$ cat src/rtl/trace_pkg.sv
// Shared types and constants for the trace capture unit.
// ECALL/EBREAK opcodes are only used when TRACE_ECALL_STOP_EN is defined.
package trace_pkg;

    typedef enum logic [1:0] {
        StIdle    = 2'd0,
        StCapture = 2'd1,
        StDrain   = 2'd2
    } trace_state_e;

    localparam logic [1:0] CauseNone    = 2'd0;
    localparam logic [1:0] CausePc      = 2'd1;
    localparam logic [1:0] CauseTimeout = 2'd2;
    localparam logic [1:0] CauseEnv     = 2'd3;

    localparam logic [31:0] InstrEcall  = 32'h0000_0073;
    localparam logic [31:0] InstrEbreak = 32'h0010_0073;

endpackage

$ cat src/rtl/trace_ram.sv
// Trace storage: register array with one synchronous write port and one
// combinational read port; contents are intentionally not reset.
module trace_ram #(
    parameter int unsigned DEPTH = 16,
    parameter int unsigned WIDTH = 96
) (
    input  logic                     clk_i,
    input  logic                     we_i,
    input  logic [$clog2(DEPTH)-1:0] waddr_i,
    input  logic [WIDTH-1:0]         wdata_i,
    input  logic [$clog2(DEPTH)-1:0] raddr_i,
    output logic [WIDTH-1:0]         rdata_o
);

    logic [WIDTH-1:0] mem_q [DEPTH];

    always_ff @(posedge clk_i) begin
        if (we_i) begin
            mem_q[waddr_i] <= wdata_i;
        end
    end

    assign rdata_o = mem_q[raddr_i];

endmodule

$ cat src/rtl/trace_capture_unit.sv
// Circular trace recorder for the single-cycle datapath with oldest-first replay.
// Optional: define TRACE_ECALL_STOP_EN to stop capture on ECALL/EBREAK.
module trace_capture_unit
    import trace_pkg::*;
#(
    parameter int unsigned XLEN    = 32,
    parameter int unsigned DEPTH   = 16,
    parameter int unsigned TIMEOUT = 1024
) (
    input  logic                     clock,
    input  logic                     Reset,
    input  logic                     arm,
    input  logic [XLEN-1:0]          trig_pc,
    input  logic [XLEN-1:0]          NextPC,
    input  logic [31:0]              Instruction,
    input  logic [XLEN-1:0]          ALUResult,
    output logic                     rd_valid,
    input  logic                     rd_ready,
    output logic [XLEN-1:0]          rd_pc,
    output logic [31:0]              rd_instr,
    output logic [XLEN-1:0]          rd_alu,
    output logic [1:0]               state,
    output logic [$clog2(DEPTH):0]   count,
    output logic                     wrapped,
    output logic [1:0]               stop_cause
);

    localparam int unsigned PW    = $clog2(DEPTH);
    localparam int unsigned CW    = PW + 1;
    localparam int unsigned WIDTH = 2 * XLEN + 32;

    localparam logic [CW-1:0] DepthCnt   = CW'(DEPTH);
    localparam logic [15:0]   TimeoutCnt = 16'(TIMEOUT);

    trace_state_e   state_q, state_d;
    logic [PW-1:0]  wptr_q, wptr_d;
    logic [PW-1:0]  rptr_q, rptr_d;
    logic [CW-1:0]  count_q, count_d;
    logic [15:0]    cyc_q, cyc_d;
    logic           wrapped_q, wrapped_d;
    logic [1:0]     cause_q, cause_d;

    logic             we;
    logic [WIDTH-1:0] rdata;
    logic             pc_hit, env_hit, timeout_hit, pop;

    assign pc_hit      = (NextPC == trig_pc);
    assign timeout_hit = ((cyc_q + 16'd1) >= TimeoutCnt);

`ifdef TRACE_ECALL_STOP_EN
    assign env_hit = (Instruction == InstrEcall) || (Instruction == InstrEbreak);
`else
    assign env_hit = 1'b0;
`endif

    assign rd_valid = (state_q == StDrain) && (count_q != '0);
    assign pop      = rd_valid && rd_ready;

    always_comb begin
        state_d   = state_q;
        wptr_d    = wptr_q;
        rptr_d    = rptr_q;
        count_d   = count_q;
        cyc_d     = cyc_q;
        wrapped_d = wrapped_q;
        cause_d   = cause_q;
        we        = 1'b0;
        unique case (state_q)
            StIdle: begin
                if (arm) begin
                    wptr_d    = '0;
                    rptr_d    = '0;
                    count_d   = '0;
                    cyc_d     = '0;
                    wrapped_d = 1'b0;
                    cause_d   = CauseNone;
                    state_d   = StCapture;
                end
            end
            StCapture: begin
                we     = 1'b1;
                wptr_d = wptr_q + 1'b1;
                // Full buffer: the write lands on the oldest entry, so skip past it.
                if (count_q == DepthCnt) begin
                    rptr_d    = rptr_q + 1'b1;
                    wrapped_d = 1'b1;
                end else begin
                    count_d = count_q + 1'b1;
                end
                cyc_d = timeout_hit ? TimeoutCnt : cyc_q + 16'd1;
                if (pc_hit) begin
                    cause_d = CausePc;
                    state_d = StDrain;
                end else if (env_hit) begin
                    cause_d = CauseEnv;
                    state_d = StDrain;
                end else if (timeout_hit) begin
                    cause_d = CauseTimeout;
                    state_d = StDrain;
                end
            end
            StDrain: begin
                if (pop) begin
                    rptr_d  = rptr_q + 1'b1;
                    count_d = count_q - 1'b1;
                    if (count_q == CW'(1)) begin
                        state_d = StIdle;
                    end
                end else if (count_q == '0) begin
                    state_d = StIdle;
                end
            end
            default: state_d = StIdle;
        endcase
    end

    always_ff @(posedge clock or posedge Reset) begin
        if (Reset) begin
            state_q   <= StIdle;
            wptr_q    <= '0;
            rptr_q    <= '0;
            count_q   <= '0;
            cyc_q     <= '0;
            wrapped_q <= 1'b0;
            cause_q   <= CauseNone;
        end else begin
            state_q   <= state_d;
            wptr_q    <= wptr_d;
            rptr_q    <= rptr_d;
            count_q   <= count_d;
            cyc_q     <= cyc_d;
            wrapped_q <= wrapped_d;
            cause_q   <= cause_d;
        end
    end

    trace_ram #(
        .DEPTH (DEPTH),
        .WIDTH (WIDTH)
    ) u_ram (
        .clk_i   (clock),
        .we_i    (we),
        .waddr_i (wptr_q),
        .wdata_i ({NextPC, Instruction, ALUResult}),
        .raddr_i (rptr_q),
        .rdata_o (rdata)
    );

    assign rd_pc      = rd_valid ? rdata[WIDTH-1 -: XLEN] : '0;
    assign rd_instr   = rd_valid ? rdata[XLEN+31 -: 32]   : '0;
    assign rd_alu     = rd_valid ? rdata[XLEN-1:0]        : '0;
    assign state      = state_q;
    assign count      = count_q;
    assign wrapped    = wrapped_q;
    assign stop_cause = cause_q;

endmodule

$ cat config.mk
export PLATFORM = sky130hd
export DESIGN_NAME = trace_capture_unit
export DESIGN_NICKNAME = d
export VERILOG_FILES = /design/src/rtl/trace_pkg.sv /design/src/rtl/trace_ram.sv /design/src/rtl/trace_capture_unit.sv
export SDC_FILE = /design/constraint.sdc
export NUM_CORES = 1
export LEC_CHECK = 0
export CORE_ASPECT_RATIO = 1.25
export CORE_MARGIN = 5
export CORE_UTILIZATION = 48
export DETAILED_ROUTE_END_ITERATION = 16
export PLACE_DENSITY = 0.61
export SYNTH_ARGS = -nofsm -noshare
export SYNTH_HDL_FRONTEND = slang
export SYNTH_SLANG_ARGS = --single-unit
$ cat constraint.sdc
create_clock -name clock -period 7.62 [get_ports clock]
set_clock_uncertainty 0.15 [all_clocks]
set_input_delay 1.524 -clock clock [delete_from_list [all_inputs] [get_ports clock]]
set_output_delay 1.524 -clock clock [all_outputs]
set_load 0.01 [all_outputs]
==> out/results.txt <==
Worst min path class: reg2reg
Die Footprint: 0.134 mm2
CTS tree: built
Initial drt markers: 2,734
TritonRoute pass-1 iters: 5
Most frequent cells in the layout: edfxtp_1, mux4_2, clkdlybuf4s50_1
Highest Signal Layer: met5
Largest family of logic cells by synthesized area: multiplexers
Switching part of the total: 25.6%
GRT Total Usage: 21.6%
Synth Register Bits: 1,570
Placer congestion estimate: 0.757
Routed vias: 27.9k
First-pass GRT wire length: 208 mm
Met2 WL post-DR: 72.5 mm
Routed length per instance: 30.6 um
Wire length on met1: 58.1 mm
Synth Area in Simple Gates: 2.12%
PD cells: 329 mW/mm2
Rel. slew slack: 27.9%
Worst EP required: 5.95 ns
Io pins: 239
Slew @ Worst Pin: 1.08 ns
# DRC: 0
Post-cts sizing count: 0
ANT nets after route: 0
Power share of the clock group: 32.3%
RSZ-0062 raised after global routing: false
Share of layout cells above drive strength 1: 25.8%
DIE HEIGHT: 408 um
CTS max path bufs: 3
Crit Path Max Fanout: 40
Slew Viols, Final: 0
Total grt overflow: 0
Fin util: 55.7%
Core box area: 0.126 mm2
Clock slew seen by the registers of the worst setup and hold paths: 0.06 ns
TritonCTS Buffers: 154
Starting Density: 48.1%
Avg Inst Size Synth: 24.0 um2
Combinational share of power: 21.4%
Clk Latency, worst-skew pair: 0.77 ns
Post-layout net count: 2,987
Post-Syn Area: 0.0607 mm2
Synth Area in Adders: 0.288%
Hold_buf cts: 0
Max cap viols: 0
Pint: 17.2 mW
Cell taking the most area after synthesis: edfxtp_1
Worst setup SP type: flip-flop
Initial antenna violation count: 18
Clk root buf: clkbuf_16
Placed Cells: 4,387
VDD IR max: 0.280 mV
Met3 wire length: 9.89 mm
Via density per instance: 5.96
Mapped Cells: 2,529
Ys Warns: 0
Min Tclk post-route: 5.85 ns
Post-CTS setup buffers: 0
Multiplexer share of the synthesized area: 17.9%
CP arrival: 4.18 ns
Dpl hpwl: 71.1 mm
TNS Setup: 0 ns
Post-Route WL: 143 mm
Post-synthesis compound-gate area fraction: 0.711%
Die W: 328 um
Fmax: 171 MHz
Mapped Nets: 2,675
Library cells used by synthesis: 55
H-tree levels: 4
Vias in the first global route: 29.3k
Most common cell after layout, fill and taps aside: edfxtp_1
Port bufs: 238
WHS: 0.407 ns
P_sw: 5.92 mW
Status: finished, final reports clean
Final setup vio count: 0
Final Hold Fails: 0
Fin crit share: 76.8%
Area grow syn2layout: 15.7%
Critical path class: reg2out
Largest net degree at the start of global routing: 105
Rows: 146
Non-filler cells in the finished layout: 4,672
Top cells by area, synth: edfxtp_1, mux4_2, dfrtp_1, nor2b_1, xor2_1
Yosys top cell area share: 76.0%
Sequential element share of the synthesized area: 77.4%
Sequential fraction of design power: 46.3%
Worst setup EP type: output port
# clock sinks: 1,570
Xor-xnor portion of the synthesized cell area: 0.562%
Leak pwr: 21.5 nW
[stage by stage]
stage	area (um2)	power [mW]	setup slack, ns
floorplan	60700	14.4	3.46
global route	70200	24.1	1.49
global placement	65300	15.8	2.46
detailed placement	65300	15.9	2.43
CTS	70200	23.4	1.58
finish	70300	23.1	1.77
[worst max-delay path, cell delays in order (launching register included)]
cell             delay (ns)
dfrtp_4                0.99
buf_4                  0.54
mux4_2                 0.57
mux4_2                 0.48
nor2b_1                0.22
clkdlybuf4s50_1        0.56
[power groups by stage]
stage	Combinational, mW	Sequential [mW]	Clock, mW
5_1_grt	5.30	10.8	8.00
3_3_place_gp	4.98	10.9	0
6_report	4.95	10.7	7.48
3_5_place_dp	5.04	10.9	0
2_1_floorplan	3.76	10.7	0
4_1_cts	5.06	10.7	7.63
[metal layers]
| metal | vias to the layer above | GRT usage, % |
|---|---|---|
| li1 | 11441 | - |
| met1 | 15246 | 30.4 |
| met2 | 974 | 35.6 |
| met3 | 186 | 4.10 |
| met4 | 6 | 4.91 |
| met5 | - | 0 |
[logic make-up after synthesis]
| group | after synthesis |
|---|---|
| muxes | 485 |
| adders and majority gates | 14 |
| buffers and inverters | 142 |
| xor gates and xnor gates | 39 |
| DFF | 1570 |
| AOI/OAI and AO/OA | 62 |
| and+or+nand+nor | 217 |
[path summary, 6_finish.rpt]
kind,from,depth (start not counted),slack [ns],end
setup / recovery,rptr_q[0]$_DFFE_PP0P_,5,1.77,rd_alu[27]
hold / removal,wrapped$_DFFE_PP0P_,1,0.41,wrapped$_DFFE_PP0P_
setup reg to reg,state[1]$_DFFE_PP0P_,7,3.77,u_ram.mem_q[2][2]$_DFFE_PP_
hold reg to reg,wrapped$_DFFE_PP0P_,1,0.41,wrapped$_DFFE_PP0P_
max in group asynchronous,Reset,3,5.68,rptr_q[1]$_DFFE_PP0P_
min in group asynchronous,Reset,3,1.26,cyc_q[2]$_DFFE_PP0P_
[cells in the mapped netlist (all sizes together)]
library cell	n
a2111o	1
a211o	1
a211oi	1
a21o	1
a21oi	8
a221o	2
a22o	4
a22oi	3
a311o	1
a31oi	4
and2	21
and3	3
and4	1
buf	57
clkbuf	70
dfrtp	34
edfxtp	1536
ha	14
inv	15
mux2	1
mux2i	4
mux4	480
nand2	28
nand2b	6
nand3	14
nand4	8
nor2	12
nor2b	97
nor3	8
nor3b	2
nor4	13
o21a	2
o21ai	27
o221ai	4
o22a	1
o31a	1
o41a	1
or2	2
or3	1
or3b	1
xnor2	4
xor2	35
[state kept, by name, indices dropped and copies added (netlist names)]
| name | cells |
|---|---|
| state | 2 |
| rptr_q | 4 |
| wptr_q | 4 |
| count | 5 |
| stop_cause | 2 |
| wrapped | 1 |
| u_ram.mem_q | 1536 |
| cyc_q | 16 |
[area by class of cell]
| cell class | count | area, um2 |
|---|---|---|
| clock buffers | 190 | 4140 |
| clock inverters | 84 | 802 |
| multi-input cells | 817 | 13200 |
| flip-flops and latches | 1570 | 47000 |
| diodes | 11 | 27.5 |
| inverters | 15 | 56.3 |
| repair buffers | 283 | 2960 |
| well taps | 1702 | 2130 |
| fillers | 9280 | 56000 |
No activity file was read; power rests on OpenSTA's default activity.
